--- config.mk ---
export PLATFORM = sky130hd
export DESIGN_NAME = fetch_unit
export DESIGN_NICKNAME = d
export VERILOG_FILES = /design/src/rtl/fetch_unit.sv
export SDC_FILE = /design/constraint.sdc
export NUM_CORES = 1
export LEC_CHECK = 0
export ABC_AREA = 1
export BUFFER_PORTS_ARGS = -buffer_cell sky130_fd_sc_hd__buf_4
export CORE_UTILIZATION = 50
export DETAILED_ROUTE_END_ITERATION = 8
export GPL_TIMING_DRIVEN = 0
export PLACE_DENSITY_LB_ADDON = 0.2
export SYNTH_ARGS = -nofsm -noshare
export SYNTH_HDL_FRONTEND = slang
export SYNTH_SLANG_ARGS = --single-unit
--- constraint.sdc ---
create_clock -name clk -period 4.3 [get_ports clk]
set_clock_uncertainty 0.1 [all_clocks]
set_input_delay 0.215 -clock clk [delete_from_list [all_inputs] [get_ports clk]]
set_output_delay 0.215 -clock clk [all_outputs]
set_load 0.02 [all_outputs]
--- src/rtl/fetch_unit.sv ---
// Pipelined instruction-fetch front end: issues sequential word reads, queues returned words with their PCs.
// Optional FETCH_ALIGN_FAULT_EN: a misaligned redirect latches `fault` and stalls fetch until an aligned redirect.
module fetch_unit #(
    parameter int          DEPTH    = 4,
    parameter logic [31:0] RESET_PC = 32'h0000_0000
) (
    input  logic        clk,
    input  logic        rst,
    output logic        read,
    output logic [31:0] address,
    output logic [3:0]  byteenable,
    input  logic        waitrequest,
    input  logic        readdatavalid,
    input  logic [31:0] agent_to_host,
    input  logic        redirect,
    input  logic [31:0] redirect_pc,
    output logic        ins_valid,
    input  logic        ins_ready,
    output logic [31:0] ins_word,
    output logic [31:0] ins_pc,
    output logic        fault
);

    localparam int AW = $clog2(DEPTH);
    localparam int CW = AW + 1;
    localparam int OW = CW + 1;

    logic [31:0]   fetch_pc;
    logic [31:0]   q_word  [DEPTH];
    logic [31:0]   q_pc    [DEPTH];
    logic [31:0]   tag_mem [DEPTH];
    logic [AW-1:0] q_rd, q_wr, tag_rd, tag_wr;
    logic [CW-1:0] count, outstanding, discard;

    logic          accept, hold, push, pop, can_issue, fault_n;
    logic [CW-1:0] count_n, out_n, discard_n;
    logic [OW-1:0] occ_n;
    logic [31:0]   target_pc, pc_base;

`ifdef FETCH_ALIGN_FAULT_EN
    logic fault_q;
    assign target_pc = redirect_pc;
    assign fault     = fault_q;
`else
    logic unused_pc_lsb;
    assign unused_pc_lsb = ^redirect_pc[1:0];
    assign target_pc     = {redirect_pc[31:2], 2'b00};
    assign fault         = 1'b0;
`endif

    assign byteenable = 4'b1111;
    assign ins_valid  = (count != '0) && !redirect && !fault;
    assign ins_word   = q_word[q_rd];
    assign ins_pc     = q_pc[q_rd];

    always_comb begin
        accept  = read && !waitrequest;
        hold    = read && waitrequest;
        pop     = ins_valid && ins_ready;
        push    = readdatavalid && (discard == '0) && !redirect;
        out_n   = outstanding + CW'(accept) - CW'(readdatavalid);
        count_n = redirect ? '0 : count + CW'(push) - CW'(pop);
        // A request stuck in waitrequest at redirect time will still be answered, so it is owed a drop too.
        discard_n = redirect ? out_n + CW'(hold)
                             : discard - CW'(readdatavalid && (discard != '0));
        pc_base = redirect ? target_pc : fetch_pc;
`ifdef FETCH_ALIGN_FAULT_EN
        fault_n = redirect ? (redirect_pc[1:0] != 2'b00) : fault_q;
`else
        fault_n = 1'b0;
`endif
        occ_n     = {1'b0, count_n} + {1'b0, out_n};
        can_issue = (occ_n < OW'(DEPTH)) && !fault_n;
    end

    always_ff @(posedge clk) begin
        if (rst) begin
            read        <= 1'b0;
            address     <= RESET_PC;
            fetch_pc    <= RESET_PC;
            count       <= '0;
            outstanding <= '0;
            discard     <= '0;
            q_rd        <= '0;
            q_wr        <= '0;
            tag_rd      <= '0;
            tag_wr      <= '0;
`ifdef FETCH_ALIGN_FAULT_EN
            fault_q     <= 1'b0;
`endif
        end else begin
            count       <= count_n;
            outstanding <= out_n;
            discard     <= discard_n;
`ifdef FETCH_ALIGN_FAULT_EN
            fault_q     <= fault_n;
`endif
            if (accept)
                tag_wr <= tag_wr + AW'(1);
            if (readdatavalid)
                tag_rd <= tag_rd + AW'(1);

            if (redirect) begin
                q_rd <= '0;
                q_wr <= '0;
            end else begin
                if (push)
                    q_wr <= q_wr + AW'(1);
                if (pop)
                    q_rd <= q_rd + AW'(1);
            end

            // fetch_pc is the next address to present; a held request keeps read/address untouched.
            if (hold) begin
                fetch_pc <= pc_base;
            end else if (can_issue) begin
                read     <= 1'b1;
                address  <= pc_base;
                fetch_pc <= pc_base + 32'd4;
            end else begin
                read     <= 1'b0;
                address  <= pc_base;
                fetch_pc <= pc_base;
            end
        end
    end

    always_ff @(posedge clk) begin
        if (!rst && accept)
            tag_mem[tag_wr] <= address;
        if (push) begin
            q_word[q_wr] <= agent_to_host;
            q_pc[q_wr]   <= tag_mem[tag_rd];
        end
    end

    always_ff @(posedge clk) begin
        if (!rst && push)
            assert (count != CW'(DEPTH));
    end

endmodule

==> results.toml, run 1 <==
[outcome]
status = "complete, no violations"

[layout]
antenna_cells = 0
fillers = 2845
finalInstanceArea_sq_um = 22900
drive_above_1_share_pct = 16.0
syn_to_final_growth_pct = 22.1
final_util_pct = 62.3
nNetsFinal = 1992

[critical_path]
r2r-start = "discard[0]"
cpPeakStageDelay_ns = 0.37
reg2regPathDepth = 20
path_cells = "inv_1, nand4_1, nor2_1, inv_1, ha_1, inv_1, ha_1, inv_1, fa_1, and3_1, nor3_1, ha_1, nor2_1, nand2_1, nor2_4, nand3_2, nor2_2, nand3_1, nand2_1, nor2_1"
cp_slowest_cell = "fa_1"
cpMostUsedCell = "inv_1"
reg2reg_to = "fetch_pc[26]"
endpoint_kind = "register"
path_buf_inv = 4
r2r_slack_ns = 0.35
arrival_ns = 4.30
crit_path_max_fanout = 8
critPathTopFamily = "simple AND/OR/NAND/NOR gates"
crit_required_ns = 4.64
crit_type = "reg2reg"
start_kind = "register"

[cts]
cts_max_level = 2
insertion_delay_ns = 0.55
postCtsSetupRepairBufs = 0
cts_sinks = 470
cts.clk_slew.worst_paths_ns = 0.06
cts_buffer_depth = 3
cts_buffers = 47
cts_root_buf = "clkbuf_16"
cts_tree = "done"

[synthesis]
synth_edf_count = 384
avgSynthCellArea_sq_um = 11.5
netlist_area_sq_um = 18700
ys_types = 41
yosysTopAreaCellShare_pct = 61.6
yosys_warnings = 0
synth_commonest_cells = "edfxtp_1, nor2_1, o21ai_0, nand2_1, o22ai_1"
yosys.area.top_type = "edfxtp_1"
yosysMostFrequentCell = "edfxtp_1"
synth-seq-cells = 470
synth_cells = 1626
synth_ff_type = "edfxtp_1"
ys_top_cells_by_area = "edfxtp_1, dfxtp_1, o21ai_0"
ys_async_sr_fraction_pct = 0
yosysSeqAreaShare_pct = 70.8

[global_routing]
grt_pass1_wl_um = 69900
antenna_found_initial = 0
grt_overflow = 0
grt_usage_pct = 24.0
grt_max_degree = 30
grt_pass1_vias = 12524

[routing]
dr_total_vias = 12914
vias_per_cell = 5.37
wire_per_inst_um = 19.1
routed_wl_um = 46000
drt_first_pass_iters = 7
postRouteAntennaNets = 0
drcViolationCount = 0
drtIter0Drc = 940

[power]
ir_drop_mv = 0.261
powerDensity_nw_per_um2 = 474
leakagePower_uw = 0.00836

[sta]
relSlewSlack_pct = 46.9
worst_slew_pin_slew_ns = 0.795
setup_viol = 0
min_period_ns = 3.95
fin_ws_ns = 0.346
fmax_mhz = 253
setup_tns_ns = 0
hold_viol_final = 0
rsz0062_at_grt = "false"
final_max_slew_viol_count = 0
period_share_pct = 92.0

[min_path]
hold_class = "in2reg"
hold_start = "redirect_pc[12]"
whs_path_depth = 5
min_to = "fetch_pc[12]"

[place]
place.detailed.hpwl_um = 31300
placed_area_sq_um = 20900
place_congestion = 0.900
post-place-ws_ns = -0.143
place.port_buffers = 164

[floorplanning]
die_h_um = 195
core-area_sq_um = 36700
die_area_sq_um = 38200
io_pins = 173
initial_core_util_pct = 51.0
fp-row-count = 70
die_x_um = 195

[job]
cap_violations = 0
worst max-delay path by stage:
stage               startpoint            to  slack, ns  depth (start not counted)
CTS                 discard[0]  fetch_pc[26]       0.15                         20
global route        discard[2]  fetch_pc[26]       0.02                         20
global placement      redirect  q_word[0][3]      -2.10                          6
floorplan             redirect    q_pc[0][0]       0.19                          6
finish              discard[0]  fetch_pc[26]       0.35                         20
detailed placement    redirect  fetch_pc[26]      -0.14                         21
cell families after synthesis:
family / synth area share (%)
mux: 0.0535
simple gates: 11.3
compound gates: 12.2
other cells: 0.0401
fa+ha+maj: 1.48
buf+inv: 4.01
flops: 70.8
xor+xnor: 0.0936
flip-flops by register name, indices dropped and copies added, names as in the netlist, named ones only:
register,count
fetch_pc,32
read,1
tag_rd,2
outstanding,3
q_word,128
count,3
q_wr,2
discard,3
tag_mem,128
address,32
q_pc,128
q_rd,2
tag_wr,2
cells in the final DEF, fill, tap and decap left out, types with 3 or more instances in the layout:
| cell | instances |
|---|---|
| buf_2 | 4 |
| o21a_1 | 3 |
| nand2_1 | 157 |
| nor2_1 | 286 |
| dlygate4sd3_1 | 47 |
| nor3_1 | 4 |
| buf_6 | 4 |
| clkbuf_1 | 81 |
| nor2_2 | 8 |
| clkinv_2 | 8 |
| buf_12 | 9 |
| o21ai_1 | 8 |
| inv_2 | 5 |
| conb_1 | 5 |
| clkbuf_8 | 5 |
| inv_1 | 83 |
| edfxtp_1 | 384 |
| nand2_2 | 17 |
| o22ai_1 | 96 |
| clkbuf_16 | 49 |
| nand4_1 | 7 |
| o21ai_0 | 251 |
| nand3_1 | 25 |
| a31oi_1 | 3 |
| buf_4 | 172 |
| ha_1 | 19 |
| buf_1 | 5 |
| clkinv_1 | 7 |
| a21oi_1 | 59 |
| nor2_4 | 12 |
| buf_16 | 3 |
| dfxtp_1 | 86 |
| bufinv_16 | 3 |
worst reg2reg max path, delay by kind of cell, from the launching register on:
family / cells / cell delay, ns
AND/OR/NAND/NOR: 12 / 1.94
adder cells (fa/ha/maj): 4 / 1.13
buffers and inverters: 4 / 0.39
flip-flops: 1 / 0.30
per-layer routing:
layer | part of all wire, % | GRT usage, % | vias up
met1 | 43 | 31.5 | 6125
met2 | 50 | 41.4 | 396
met3 | 5.3 | 3.49 | 80
met4 | 2.3 | 6.82 | 0
met5 | 0 | 0 | -
li1 | - | - | 6313
where the power goes:
group / switching (uW) / leakage [uW] / total, uW / internal (uW)
sequential: 158 / 0.00420 / 5400 / 5240
combinational: 967 / 0.00342 / 1460 / 496
clock: 1640 / 0.000735 / 3980 / 2340
total: 2760 / 0.00836 / 10800 / 8080
area by class of cell:
cell class / count / area [sq um] / share of cell area [%]
inverter: 91 / 344 / 1.51
clock inverter: 19 / 169 / 0.739
tap: 468 / 586 / 2.56
sequential: 470 / 13300 / 58.0
buffer: 91 / 407 / 1.78
multi-input combinational: 977 / 4800 / 21.0
clock buffer: 65 / 1340 / 5.85
timing repair buffer: 223 / 1960 / 8.60
stage by stage:
stage | cells | hold slack [ns] | power (uW)
6_report | 2404 | 0.0218 | 10800
5_1_grt | 2404 | 0.0278 | 11200
4_1_cts | 2404 | 0.00101 | 10900
3_5_place_dp | 2273 | 0.321 | 6910
3_3_place_gp | 2261 | 0.316 | 6860
2_1_floorplan | 1629 | 0.194 | 6280
what timing repair did:
| action | in CTS | in global routing |
|---|---|---|
| endpoints found under the setup margin | 0 | 12 |
| hold buffers | 47 | 0 |
| hold endpoints to repair | 154 | 0 |
| gates resized for setup | 0 | 2 |
Power figures use the tool's default switching activity.
==> run 2, diff against run 1 <==
Settings changed: BUFFER_PORTS_ARGS -buffer_cell sky130_fd_sc_hd__buf_4 to default, DONT_BUFFER_PORTS from default to 1, REMOVE_ABC_BUFFERS from default to 1.
==> results.toml, run 2 (synthesis gave the netlist of run 1 again) <==
[outcome]
status = "complete, no violations"

[layout]
layout_commonest_cell = "edfxtp_1"
fillers = 2944
drive_above_1_share_pct = 8.86
nNetsFinal = 1766
syn_to_final_growth_pct = 15.9
layout_common_cells = "edfxtp_1, nor2_1, o21ai_0, nand2_1, o22ai_1"
seqCellArea_sq_um = 13300
finalInstanceArea_sq_um = 21700
multiInputGateArea_sq_um = 4810
largestRegisters = "q_pc: 128 flops, q_word: 128 flops, tag_mem: 128 flops"
final_util_pct = 59.1

[cts]
cts_sinks = 470
cts.clk_slew.worst_paths_ns = 0.06
insertion_delay_ns = 0.58
cts_buffer_depth = 3
cts_max_level = 2
cts_buffers = 49
cts_tree = "done"
postCtsSetupRepairBufs = 0
cts_root_buf = "clkbuf_16"

[power]
p_sw_share_pct = 25.6
leakagePower_uw = 0.00759
p_total_uw = 10700
power_frac_clock_pct = 38.2
power_frac_comb_pct = 10.8
power.internal_uw = 7990
powerDensity_nw_per_um2 = 495
seq_power_share_pct = 51.0
ir_drop_mv = 0.410
p_sw_uw = 2750

[critical_path]
crit_required_ns = 4.65
path_buf_inv = 5
crit_type = "in2reg"
cp.depth = 20
crit_path_max_fanout = 47
reg2reg_to = "fetch_pc[17]"
r2r-start = "read"
path_cells = "dlygate4sd3_1, buf_12, nor2_1, inv_1, ha_1, inv_1, ha_1, inv_1, fa_1, and3_1, nor3_1, ha_1, nor2_1, nand2_1, nor2_4, nand2_2, nor2_4, nand2_1, o21ai_0, a21oi_1"
arrival_ns = 4.37
r2r_slack_ns = 0.35
critPathCapture = "fetch_pc[17]"
start_kind = "input port"
endpoint_kind = "register"
critPathTopFamily = "buffers and inverters"
reg2regPathDepth = 20
worstSetupStartpoint = "redirect"
cpPeakStageDelay_ns = 0.71
cp_slowest_cell = "dlygate4sd3_1"

[floorplanning]
initial_core_util_pct = 51.0
die_h_um = 195
die_area_sq_um = 38200
core-area_sq_um = 36700
die_x_um = 195
fp-row-count = 70
io_pins = 173

[job]
cap_violations = 0

[routing]
drcViolationCount = 0
drtIter0Drc = 738
routed_wl_um = 43000
dr_total_vias = 12045
vias_per_cell = 5.51
postRouteAntennaNets = 0
wire_per_inst_um = 19.7
drt_first_pass_iters = 5

[sta]
final_max_slew_viol_count = 0
relSlewSlack_pct = 21.7
hold_viol_final = 0
fin_ws_ns = 0.282
period_share_pct = 93.5
worst_slew_pin_slew_ns = 1.18
fmax_mhz = 249
setup_viol = 0
min_period_ns = 4.02
holdWs_ns = 0.0533
rsz0062_at_grt = "false"

[global_routing]
grt_pass1_vias = 11472
grt_overflow = 0
grt_pass1_wl_um = 65800
grt_max_degree = 94
antenna_found_initial = 2
grt_usage_pct = 22.7

[place]
post-place-ws_ns = 0.0912
place.port_buffers = 0
place_congestion = 0.866
place.detailed.hpwl_um = 25800
placed_area_sq_um = 19400

[min_path]
hold_class = "in2reg"
## run 2: what timing repair did
item,4_1_cts,5_1_grt
hold endpoints to repair,214,0
resized for setup,0,5
hold buffers,68,0
endpoints found under the setup margin,0,23
## run 2: final cells by class
cell class	instances	share of cell area, %
Clock inverter	27	1.03
Multi-Input combinational cell	977	22.2
Tap cell	468	2.70
Timing Repair Buffer	86	5.12
Inverter	91	1.61
Antenna cell	2	0.0231
Clock buffer	65	6.26
Sequential cell	470	61.1
## run 2: metal layers
metal | share of wire [%] | vias to the layer above | global-route usage (%)
met5 | 0 | - | 0
met4 | 2.5 | 0 | 7.38
met3 | 5.5 | 53 | 4.54
met2 | 49 | 311 | 38.1
met1 | 43 | 5814 | 29.6
li1 | - | 5867 | -
## run 2: worst min path at each step
stage / start / slack, ns / end / cells past startpoint
after floorplan: rst / 0.18 / outstanding[1] / 1
after global placement: rst / 0.19 / outstanding[1] / 1
after detailed placement: rst / 0.19 / outstanding[1] / 1
after CTS: redirect_pc[9] / 0.0002 / fetch_pc[10] / 5
after global routing: redirect / 0.06 / fetch_pc[11] / 4
final: redirect_pc[9] / 0.05 / fetch_pc[10] / 5
## run 2: power by group through the flow
stage | Sequential, uW | Combinational [uW] | Clock [uW]
after floorplan | 5510 | 728 | 0
after global placement | 5600 | 965 | 0
after detailed placement | 5580 | 1060 | 0
after CTS | 5480 | 1140 | 4190
after global routing | 5500 | 1290 | 4340
final | 5480 | 1160 | 4110
## run 2: stage by stage
| stage | cells | TNS, ns |
|---|---|---|
| CTS | 2184 | 0 |
| global route | 2185 | 0 |
| finish | 2186 | 0 |
| detailed placement | 2024 | 0 |
| global placement | 2006 | -1157.49 |
| floorplan | 1538 | -46.56 |
## run 2: worst register-to-register path, stage by stage (launching register included)
cell and delay, ns:
dfxtp_1 0.48, inv_1 0.07, nor2_1 0.14, inv_1 0.11, ha_1 0.28, inv_1 0.06, ha_1 0.14, inv_1 0.05
fa_1 0.37, xor2_1 0.25, xnor2_2 0.18, inv_1 0.08, ha_1 0.30, nor2_1 0.13, nand2_1 0.16, nor2_4 0.28
nand2_2 0.14, nor2_4 0.18, nand2_1 0.10, o21ai_0 0.16, a21oi_1 0.05
